===== src/rtl/pipeline_run_controller.sv =====
// Run/halt/step sequencer for the three-stage instruction pipeline: post-reset flush,
// shared clock-enable, NOP-inject strobe, sticky break status and enabled-cycle counter.
module pipeline_run_controller #(
    parameter int FLUSH_CYCLES  = 3,
    parameter bit START_RUNNING = 1'b1,
    parameter int CNT_W         = 16
) (
    input  logic             ClockIn,
    input  logic             ResetIn_n,
    input  logic             BreakIn,
    input  logic             RunReq,
    input  logic             HaltReq,
    input  logic             StepReq,
    output logic             PipeEnable,
    output logic             NopInject,
    output logic             Running,
    output logic             Halted,
    output logic             BreakHit,
    output logic [CNT_W-1:0] CycleCount
);

    localparam int FC_W = (FLUSH_CYCLES > 1) ? $clog2(FLUSH_CYCLES) : 1;
    localparam logic [FC_W-1:0] FLUSH_LAST = FC_W'(FLUSH_CYCLES - 1);

    typedef enum logic [1:0] {
        FLUSH  = 2'd0,
        RUN    = 2'd1,
        HALTED = 2'd2,
        STEP   = 2'd3
    } runState_t;

    runState_t       state;
    runState_t       stateNext;
    logic [FC_W-1:0] flushCnt;
    logic [FC_W-1:0] flushCntNext;
    logic            breakMask;
    logic            breakMaskNext;
    logic            breakHitNext;
    logic            stepReq_p1;
    logic            stepEdge;

    assign stepEdge = StepReq & ~stepReq_p1;

    always_comb begin
        stateNext     = state;
        flushCntNext  = flushCnt;
        breakMaskNext = 1'b0;
        breakHitNext  = BreakHit;
        case (state)
            FLUSH: begin
                if (flushCnt == FLUSH_LAST) begin
                    stateNext    = START_RUNNING ? RUN : HALTED;
                    flushCntNext = '0;
                end else begin
                    flushCntNext = flushCnt + 1'b1;
                end
            end
            RUN: begin
                if (HaltReq) begin
                    stateNext    = HALTED;
                    breakHitNext = 1'b0;
                end else if (BreakIn && !breakMask) begin
                    stateNext    = HALTED;
                    breakHitNext = 1'b1;
                end
            end
            HALTED: begin
                // The break word is still frozen in stage 2 on the first enabled cycle after
                // resuming, so the mask keeps it from re-halting straight away.
                if (HaltReq) begin
                    stateNext = HALTED;
                end else if (stepEdge) begin
                    stateNext     = STEP;
                    breakMaskNext = 1'b1;
                    breakHitNext  = 1'b0;
                end else if (RunReq) begin
                    stateNext     = RUN;
                    breakMaskNext = 1'b1;
                    breakHitNext  = 1'b0;
                end
            end
            STEP: begin
                stateNext = HALTED;
                if (BreakIn) begin
                    breakHitNext = 1'b1;
                end
            end
            default: begin
                stateNext = FLUSH;
            end
        endcase
    end

    always_ff @(posedge ClockIn) begin
        if (!ResetIn_n) begin
            state      <= FLUSH;
            flushCnt   <= '0;
            CycleCount <= '0;
            BreakHit   <= 1'b0;
            stepReq_p1 <= 1'b0;
            breakMask  <= 1'b0;
        end else begin
            state      <= stateNext;
            flushCnt   <= flushCntNext;
            BreakHit   <= breakHitNext;
            stepReq_p1 <= StepReq;
            breakMask  <= breakMaskNext;
            if (PipeEnable) begin
                CycleCount <= CycleCount + 1'b1;
            end
        end
    end

    assign PipeEnable = (state != HALTED);
    assign NopInject  = (state == FLUSH);
    assign Running    = (state == RUN);
    assign Halted     = (state == HALTED);

endmodule


===== config.mk =====
export PLATFORM = sky130hd
export DESIGN_NAME = pipeline_run_controller
export DESIGN_NICKNAME = d
export VERILOG_FILES = /design/src/rtl/pipeline_run_controller.sv
export SDC_FILE = /design/constraint.sdc
export NUM_CORES = 1
export LEC_CHECK = 0
export CAP_MARGIN = 20
export CORE_ASPECT_RATIO = 1.2
export CORE_MARGIN = 3
export CORE_UTILIZATION = 45
export CTS_BUF_LIST = sky130_fd_sc_hd__clkbuf_8
export CTS_CLUSTER_DIAMETER = 50
export CTS_CLUSTER_SIZE = 12
export DETAILED_ROUTE_END_ITERATION = 16
export PLACE_DENSITY = 0.89
export SLEW_MARGIN = 25
export SYNTH_ARGS = -nofsm -noshare
export SYNTH_HDL_FRONTEND = slang
export SYNTH_SLANG_ARGS = --single-unit

===== constraint.sdc =====
create_clock -name ClockIn -period 1.3 [get_ports ClockIn]
set_input_delay 0.26 -clock ClockIn [delete_from_list [all_inputs] [get_ports ClockIn]]
set_output_delay 0.26 -clock ClockIn [all_outputs]
set_load 0.01 [all_outputs]

### Yosys cells after proc, flatten, opt, wreduce, memory -nomap -nowiden

Cells that the tools add are included.
Widths: inputs -> output; s select.

* add/subtract/negate cells: 2
* equal/unequal tests: 11
* multiplexer cells: 17
* bitwise gates (word level): 4
* reductions and logical operators: 7

Operator list (number)
* $add 16x1->16 const B: 1
* $mux 2: 7
* $mux 1: 8
* $pmux 2 s4: 1
* $eq 2x2->1 const B: 3
* $ne 2x2->1 const B: 3
* $ne 3x2->1 const B: 2
* $reduce_and 5->1: 1
* $ne 4x3->1 const B: 1
* $not 1->1: 3
* $pmux 1 s3: 1
* $reduce_and 3->1: 1
* $reduce_bool 3->1: 1
* $reduce_or 3->1: 1
* $add 2x1->2 const B: 1
* $eq 2x1->1 const B: 1
* $logic_not 2->1: 1
* $ne 2x1->1 const B: 1
* $and 1x1->1: 1
* $logic_and 1x1->1: 1
* $logic_not 1->1: 1

* bits in registers: 23
* input bits: 6
* logic and storage cells: 47

### Logic depth before layout (Yosys ltp)

* depth in word-level cells: 5
* mapped depth: 6

### Worst setup path after synthesis

OpenSTA, ideal clock, no wires.

* path kind: register -> register
* from: register CycleCount[3]
* to: register CycleCount[15]
* setup time: 0.070 ns
* arrival time: 1.437 ns
* data required time: 1.230 ns
* setup slack: -0.207 ns
* cell stages (with the launch flop): 5
* clock period less this slack: 1.507 ns
* cell sequence: dfxtp_1 and4_4 nand4_4 or4_1 a21oi_1

* longest elaborated chain between the ends: 1

RTL lines
* start, declared: RTL line 19 `output logic [CNT_W-1:0] CycleCount`
* start signal, assigned: RTL line 109 `CycleCount <= CycleCount + 1'b1;`
* $add 16x1->16: RTL line 109

No other way between the ends.
A chain may end at the register's enable or synchronous reset.

### Final worst setup path

* from: register CycleCount[5]
* to: register CycleCount[13]

Same word-level chain as after synthesis.

==> impl_summary.md <==
Drt
In the routed design, unresolved DRC markers number 0. The number of antenna-violating nets in the routed design is 0. The routed length per placed instance is 16.53 µm. The routed wire length is 3454 µm. Across all layers, the routed design uses 1202 vias.

Dividing the detail-routed via count by the number of cells gives 5.751. After the first detailed-routing iteration, the DRC count stood at 40. Before antenna repair, the detailed router went through 4 iterations.

Setup path
Of all nets on the critical path, the largest fanout is 6. The classification of the worst setup path is reg2reg. The startpoint type of the worst setup path is a flip-flop. The worst endpoint data arrival time is 1.57 ns. At the worst endpoint, the required time is 1.45 ns. The worst setup path is captured at a flip-flop.

Placement
Port buffering added 26 buffers. The placed instance count is 198. The HPWL after detailed placement is 2078 µm. The placement-stage cell area is 1550 µm². The worst slack after detailed placement is -0.1929 ns. The congestion estimate from routability-driven global placement came to 0.7786.

Pwr
Of the total power, the share spent switching nets is 0.3314. The net switching power is 670.1 µW. VDD sags by at most 1.204 mV. Of the total power, the clock network draws 0.222. For this design the static power due to leakage is 0.0007279 µW. The power density relative to cell area is 1191 nW/µm². The share of total power dissipated in combinational logic is 0.344. The sequential fraction of design power is 0.434.

The internal portion of total power is 1352 µW.

Timing
The hold violation count in the final report was 0. The max-slew violation count is 0. The transition time at the pin with the least slew margin is 0.3466 ns. On the final layout, the worst hold slack is 0.5111 ns. Derived from the worst setup path, the maximum achievable clock frequency is 706.3 MHz. The final clock period utilization by the worst path is 1.089. For the final database, setup skew stands at 0.003541 ns. The smallest clock period supported by the final layout is computed as 1.416 ns. Setup violations remaining at the end of the flow were counted as 7. Setup repair after global routing could not meet its margin everywhere. The relative slew slack is 0.7670. In the post-route analysis, the smallest setup slack over all paths is -0.1159 ns.

Global routing
The total track usage is 0.2185. The maximum number of pins on one net before global-route repair is 17. The number of global-route vias before repair was 1200. The first global-routing pass estimated 4899 µm of wire.

The number of antenna violations at the first check in global routing was 0. The total overflow left after global routing is 0.

CTS
The longest clock path from root to sink contains 2 buffers. After clock tree synthesis, the clock-pin slew on the worst setup and hold paths is 0.08 ns. The clock net sink count is 23. CTS placed an instance of clkbuf_8 at the clock tree root. CTS built an H-tree with a depth of 1. The clock insertion delay at the later pin of the skew report is 0.27 ns. TritonCTS built the clock tree. The number of clock buffers added by TritonCTS is 3.

Final layout
The final net count is 187. The count of non-filler cells in the finished layout is 209. The area growth from synthesis to layout is 61.93%. The filler cell count in the final layout is 138. Of the cells placed in the final design, the portion with a size suffix greater than 1 is 0.4022.

The top cell types in the final layout, fill and taps aside, are buf_4 (29), dlygate4sd2_1 (14), dfxtp_1 (10). The library cell used most frequently in the layout, excluding fill and tap cells, is buf_4. The antenna diode instance count is 0. The finished cells cover 1698 µm².

The share of the core filled with cells is 0.7936.

Synth
The combinational family with the most area after synthesis is simple AND/OR/NAND/NOR gates. Of the post-synthesis cell area, the part taken by muxes is 0.009547. The post-synthesis share of cell area spent on and, or, nand and nor gates is 0.2804. The average cell area after synthesis is 8.524 µm². Yosys printed 0 warnings. Synthesis instantiated 33 different standard cells from the library. The synthesized design contains 23 register bits. The area fraction in compound gates after synthesis is 0.1683.

Counting every net in the synthesized netlist gives 130. Summing every instance area after synthesis gives 1049 µm². For this run, the register share of the synthesized area comes to 0.4391. The synthesized netlist cell count is 123. The post-synthesis share of cell area spent on full adders, half adders and majority gates is 0.01193. The area share of xor/xnor cells in the synthesized design is 0.05012.

Status
The checks that failed: negative setup slack. The flow ran to the end, but the final reports show violations.

Floorplan
The core region is 2140 µm². The die area is 2948 µm². The top-level I/O count is 27.

The die is 58.88 µm tall. The effective utilization at floorplan is 0.4901. The die is 50.07 µm wide.

In this run the core area contains 18 standard-cell rows.

Hold path
The min-delay analysis places its worst path in the category reg2reg.

Job
Max-cap violations in this run came to 0.
-- worst paths after layout --
| check | from | endpoint | slack, ns | depth (start not counted) |
|---|---|---|---|---|
| max | CycleCount[5] | CycleCount[13] | -0.12 | 5 |
| min | CycleCount[15] | CycleCount[15] | 0.51 | 2 |
| max reg2reg | CycleCount[5] | CycleCount[13] | -0.12 | 5 |
| min reg2reg | CycleCount[15] | CycleCount[15] | 0.51 | 2 |
-- power by group through the flow --
stage | Sequential [µW] | Combinational [µW] | Clock [µW]
2_1_floorplan | 867 | 357 | 0
3_3_place_gp | 862 | 655 | 0
3_5_place_dp | 869 | 693 | 0
4_1_cts | 860 | 660 | 450
5_1_grt | 890 | 760 | 486
6_report | 878 | 695 | 449
-- Yosys cell counts --
cell / number / area [µm²]
o21a_1: 1 / 7.510
nand2b_1: 1 / 6.260
xor2_1: 5 / 43.79
nor3_1: 3 / 15.01
buf_2: 1 / 5.000
and3_1: 1 / 6.260
buf_4: 1 / 7.510
nand4_4: 1 / 21.27
nor2_1: 10 / 37.54
nor4_1: 2 / 12.51
nand4_1: 4 / 25.02
clkbuf_1: 3 / 11.26
nor2b_1: 3 / 18.77
a21oi_1: 14 / 70.07
o21ai_0: 10 / 50.05
or3_1: 5 / 31.28
dfxtp_1: 23 / 460.4
mux2i_1: 1 / 10.01
or3_2: 2 / 15.01
and2_1: 2 / 12.51
a221oi_1: 1 / 8.760
xnor2_1: 1 / 8.760
and4_4: 1 / 11.26
o31ai_1: 3 / 22.52
nand2_1: 8 / 30.03
ha_1: 1 / 12.51
or4_1: 2 / 15.01
and3_2: 1 / 7.510
inv_1: 5 / 18.77
and4_1: 1 / 8.760
nand3_1: 4 / 20.02
o21ba_2: 1 / 10.01
o211ai_1: 1 / 7.510
-- through the flow --
stage | power [µW] | setup TNS (ns)
after floorplan | 1224 | -0.1534
after global placement | 1517 | -0.6672
after detailed placement | 1562 | -1.353
after CTS | 1970 | -0.2307
after global routing | 2136 | -1.057
final | 2022 | -0.5778
-- metal layers --
| metal | vias up | routed length [µm] | global-route usage | part of all wire |
|---|---|---|---|---|
| met3 | 15 | 226 | 0.05570 | 0.065 |
| met5 | - | 0 | 0 | 0 |
| met2 | 67 | 1842 | 0.4179 | 0.53 |
| met4 | 0 | 146 | 0.1304 | 0.042 |
| li1 | 555 | - | - | - |
| met1 | 565 | 1237 | 0.2050 | 0.36 |
-- kinds of logic (layout without fill, tap and decap cells) --
kind of cell               after synthesis  count (layout)
and+or+nand+nor                         51              51
AOI/OAI and AO/OA                       31              31
DFF                                     23              23
buffers and inverters                   10              66
xor gates and xnor gates                 6               6
adders and majority gates                1               1
muxes                                    1               1
-- repair_timing --
action	in CTS	in global routing
hold buffers	0	0
setup endpoints to repair	34	18
pin swaps	8	9
gates resized for setup	39	23
buffers inserted	2	6
-- cell type report --
| cell class | instances | area (µm²) | area share |
|---|---|---|---|
| clock buffers | 3 | 41.29 | 0.02432 |
| clock inverters | 1 | 3.754 | 0.002211 |
| inverters | 5 | 18.77 | 0.01105 |
| multi-input cells | 90 | 635.6 | 0.3744 |
| flip-flops and latches | 23 | 489.2 | 0.2881 |
| well taps | 30 | 37.54 | 0.02211 |
| repair buffers | 57 | 471.7 | 0.2778 |
-- critical path, stage by stage, from the launching register on --
cell     delay, ns
dfxtp_2       0.36
and4_4        0.25
nand4_4       0.12
buf_4         0.18
o31ai_1       0.31
a21oi_2       0.08
-- sequential cells by signal, indices dropped and copies added, names as in the netlist --
register	count
CycleCount	16
stepReq_p1	1
BreakHit	1
flushCnt	2
state	2
breakMask	1
Power figures use the tool's default switching activity.
==> RTL edit 1 (same flow settings) <==
The parameter `START_RUNNING` goes from 1'b1 to 1'b0.
--- a/src/rtl/pipeline_run_controller.sv
+++ b/src/rtl/pipeline_run_controller.sv
@@ -3,5 +3,5 @@
 module pipeline_run_controller #(
     parameter int FLUSH_CYCLES  = 3,
-    parameter bit START_RUNNING = 1'b1,
+    parameter bit START_RUNNING = 1'b0,
     parameter int CNT_W         = 16
 ) (
Check against the original RTL: not equivalent (Yosys sat finds a counterexample within 4 cycles, from zero or initial values and one cycle with ResetIn_n low).
==> RTL edit 1 against the original RTL <==
Largest cell class unchanged. The run still ends with setup timing left. Critical path depth decreased by 1. Area after synthesis decreased by 1.8%. Sequential share of layout area decreased by 2.0 points. Design area increased by 3.8%. Hold slack got worse by 45 ps. Sequential cell count unchanged. Die area decreased by 1.6%. Setup slack got worse by 180 ps. Combinational power decreased by 10%. Core utilization increased by 3.9 points. Via count increased by 1.7%. Routed wire length increased by 6.3%. Largest power group unchanged. Power decreased by 6.9%.
==> RTL edit 1: results (changes against the original RTL) <==
metric,value,unit,change
status,"finished, violations left",,unchanged
violations,setup timing,,unchanged
cp_slowest_cell,or4_4,,was dfxtp_2
drtIter0Drc,48,,was 40
leakage,0.736,nW,was 0.728 nW
setup_violations,19,,was 7
reg_top3,"CycleCount: 16 flops, flushCnt: 2 flops, state: 2 flops",,unchanged
dp_hpwl,2.20,mm,was 2.08 mm
drtPass1Iterations,4,,unchanged
grt_start_max_net_pins,20,,was 17
cts_buffers,3,,unchanged
holdWs,466,ps,was 511 ps
synth.top_cells.by_count,"dfxtp_1 (23), a21oi_1 (13), nand2_1 (11), nor2_1 (9), o21ai_0 (7)",,"was dfxtp_1 (23), a21oi_1 (14), nor2_1 (10), o21ai_0 (10), nand2_1 (8)"
grt_usage,25.7,%,was 21.8%
regMostFlops,CycleCount,,unchanged
async_reset_ff_share,0,%,unchanged
ir_drop,1.06,mV,was 1.20 mV
tns,-2710,ps,was -578 ps
nFillCells,135,,was 138
setup_ws,-293,ps,was -116 ps
clk_path_buf_depth,2,,unchanged
drive_above_1_share,39.7,%,was 40.2%
diodes,0,,unchanged
hp-class,flop to flop,,unchanged
cpPeakStageDelay,490,ps,was 360 ps
insertion_delay,270,ps,about the same
vias,1222,,"was 1,202"
routedWlPerCell,17.2,um,was 16.5 um
synth_cell_types,35,,was 33
clk_pin_slew,90,ps,
synth_fp_nets,128,,was 130
drcViolationCount,0,,unchanged
grt_pass1_wl,5.59,mm,was 4.90 mm
io_buffers,26,,unchanged
critPathMaxFanout,5,,was 6
nets,192,,was 187
cts_htree_levels,1,,unchanged
ys_seq_area_share,44.7,%,was 43.9%
ys_warn_count,0,,unchanged
critPathArrivalTime,1800,ps,was 1570 ps
antenna_found_initial,0,,unchanged
gp_congestion,0.840,,was 0.779
skew,4.49,ps,was 3.54 ps
placed_area,1530,sq um,was 1550 sq um
synthFlopType,dfxtp_1,,unchanged
clockRootBuffer,clkbuf_8,,unchanged
slew_headroom,73.7,%,was 76.7%
synth_area_leaders,"dfxtp_1 (45%), a21oi_1 (6.3%), xor2_1 (4.3%), nand2_1 (4.0%), o21ai_0 (3.4%)",,"was dfxtp_1 (44%), a21oi_1 (6.7%), o21ai_0 (4.8%), xor2_1 (4.2%), nor2_1 (3.6%)"
[RTL edit 1: layout make-up]
class / count / area (sq um) / share of cell area, %
inverter: 6 / 30.0 / 1.70
multi-input combinational: 89 / 644 / 36.6
sequential: 23 / 472 / 26.8
clock buffer: 3 / 41.3 / 2.34
tap: 30 / 37.5 / 2.13
timing repair buffer: 62 / 533 / 30.3
clock inverter: 1 / 3.75 / 0.213
[RTL edit 1: per-layer routing]
metal | up-vias | share of wire, % | global-route usage (%)
met1 | 587 | 35 | 23.6
li1 | 556 | - | -
met3 | 19 | 6.1 | 4.05
met2 | 60 | 54 | 52.6
met4 | 0 | 5.4 | 14.2
met5 | - | 0 | 0
[RTL edit 1: what timing repair did]
item,in CTS,in global routing
pin swaps,13,10
gates resized for setup,60,25
endpoints found under the setup margin,34,25
setup buffers,7,2
hold buffers,0,0
gates cloned,0,0
hold endpoints to repair,0,0
[RTL edit 1: logic make-up after synthesis]
family,Yosys count,share of synthesized area (%)
AOI/OAI and AO/OA,27,14.7
buffers and inverters,9,4.13
adders and majority gates,1,1.21
xor gates and xnor gates,7,5.95
and+or+nand+nor,53,28.3
muxes,1,0.972
DFF,23,44.7
[RTL edit 1: final timing paths]
check,cells past startpoint,from,endpoint
setup / recovery,4,state[1],CycleCount[13]
setup reg to reg,4,state[1],CycleCount[13]
hold / removal,2,BreakHit,BreakHit
hold reg to reg,2,BreakHit,BreakHit
[RTL edit 1: critical path: cells and delay by family, from the launching register on]
family	cells	cell delay, ps
AO/OA/AOI/OAI	1	130
flip-flops	1	350
AND/OR/NAND/NOR	3	1050
[RTL edit 1: power breakdown]
part	switching, mW	internal, mW	total [mW]
Sequential	0.0361	0.760	0.796
Combinational	0.291	0.332	0.623
Clock	0.252	0.212	0.463
Total	0.579	1.30	1.88
[RTL edit 1: per-stage QoR]
stage	std cells	worst slack (ps)	total power, mW
6_report	214	-293	1.88
5_1_grt	214	-319	1.95
4_1_cts	212	-279	1.73
3_5_place_dp	201	-286	1.25
3_3_place_gp	201	-203	1.23
2_1_floorplan	121	-390	1.01
==> RTL edit 2 (same settings) <==
Without the edit above. The 4 states of `runState_t` get a one-hot encoding in 4 bits.
--- a/src/rtl/pipeline_run_controller.sv
+++ b/src/rtl/pipeline_run_controller.sv
@@ -23,9 +23,9 @@
     localparam logic [FC_W-1:0] FLUSH_LAST = FC_W'(FLUSH_CYCLES - 1);
 
-    typedef enum logic [1:0] {
-        FLUSH  = 2'd0,
-        RUN    = 2'd1,
-        HALTED = 2'd2,
-        STEP   = 2'd3
+    typedef enum logic [3:0] {
+        FLUSH  = 4'b0001,
+        RUN    = 4'b0010,
+        HALTED = 4'b0100,
+        STEP   = 4'b1000
     } runState_t;
 
Behaviour: same outputs for any inputs over 10 cycles, from zero or initial values and one cycle with ResetIn_n low; not proved beyond that.
==> RTL edit 2 against the original RTL <==
The run still ends with setup timing left. Sequential power increased by 5.2%. Setup slack worse by 270 ps. Hold slack worse by 38 ps. Combinational power fell by 4.6%. Area after synthesis rose by 19%. Cell count increased by 17%. Global-route usage up 3.5 points. Power increased by 2.2%. Sequential cell count up 2. Synthesized cell count up 13%. Via count rose by 17%. Routed wire length is 41% higher. Design area up 34%. Critical path type is now flop to primary output. Highest routed layer unchanged.
==> RTL edit 2: results (changes against the original RTL) <==
metric,value,unit,change
ys_seq_area_share,40.1,%,was 43.9%
ff_latch_area,528,sq um,was 489 sq um
drive_above_1_share,48.8,%,was 40.2%
synth_fp_nets,146,,was 130
setup_violations,29,,was 7
setup_ws,-382,ps,was -116 ps
synth_area_leaders,"dfxtp_1 (40%), and2_1 (5.0%), nand2_1 (4.2%), xnor2_1 (3.5%), mux2i_1 (3.2%)",,"was dfxtp_1 (44%), a21oi_1 (6.7%), o21ai_0 (4.8%), xor2_1 (4.2%), nor2_1 (3.6%)"
seq_cells,25,,was 23
ir_drop,1.20,mV,about the same
grt_start_max_net_pins,14,,was 17
tns,-7030,ps,was -578 ps
r2r_cells,6,,was 5
gr-usage-met1,27.1,%,was 20.5%
multi_input_cells,101,,was 90
layout.nonclk_buf_share,30.5,%,was 27.8%
status,"finished, violations left",,unchanged
nets,219,,was 187
viasPerCell,5.77,,was 5.75
reg_top3,"CycleCount: 16 flops, state: 4 flops, flushCnt: 2 flops",,"was CycleCount: 16 flops, flushCnt: 2 flops, state: 2 flops"
critPathTopFamily,simple AND/OR/NAND/NOR gates,,was compound AO/OA/AOI/OAI gates
clock_area_share,1.97,%,was 2.65%
dp_hpwl,2.50,mm,was 2.08 mm
violations,setup timing,,unchanged
powerComb,663,uW,was 695 uW
startpoint,state[3],,was CycleCount[5]
skew,11.3,ps,was 3.54 ps
cpPeakStageDelay,520,ps,was 360 ps
[RTL edit 2: changes by cell type in the layout (fill, tap and decap cells not counted), moves of 5 or more]
| cell | delta |
|---|---|
| a21oi_1 | -6 |
| and2_1 | +9 |
| buf_4 | +7 |
| buf_6 | +11 |
| nand2b_1 | +6 |
| nor2_1 | -9 |
| o21ai_0 | -5 |
[RTL edit 2: per-stage QoR]
step	util (%)	instances
final	87.7	244
after global routing	87.7	244
after CTS	78.8	236
after detailed placement	70.7	226
after global placement	70.7	226
after floorplan	-	139
[RTL edit 2: repair_timing]
item | 4_1_cts | 5_1_grt
pin swaps | 7 | 20
setup endpoints to repair | 44 | 33
cloned | 0 | 1
resized for setup | 74 | 35
buffers inserted | 6 | 7
[RTL edit 2: kinds of logic after synthesis]
logic type / synth area share [%]
AO/OA/AOI/OAI: 12.2
multiplexers: 3.21
adder cells (fa/ha/maj): 1.00
flip-flops: 40.1
AND/OR/NAND/NOR: 32.5
buffers and inverters: 4.71
XOR/XNOR: 6.31
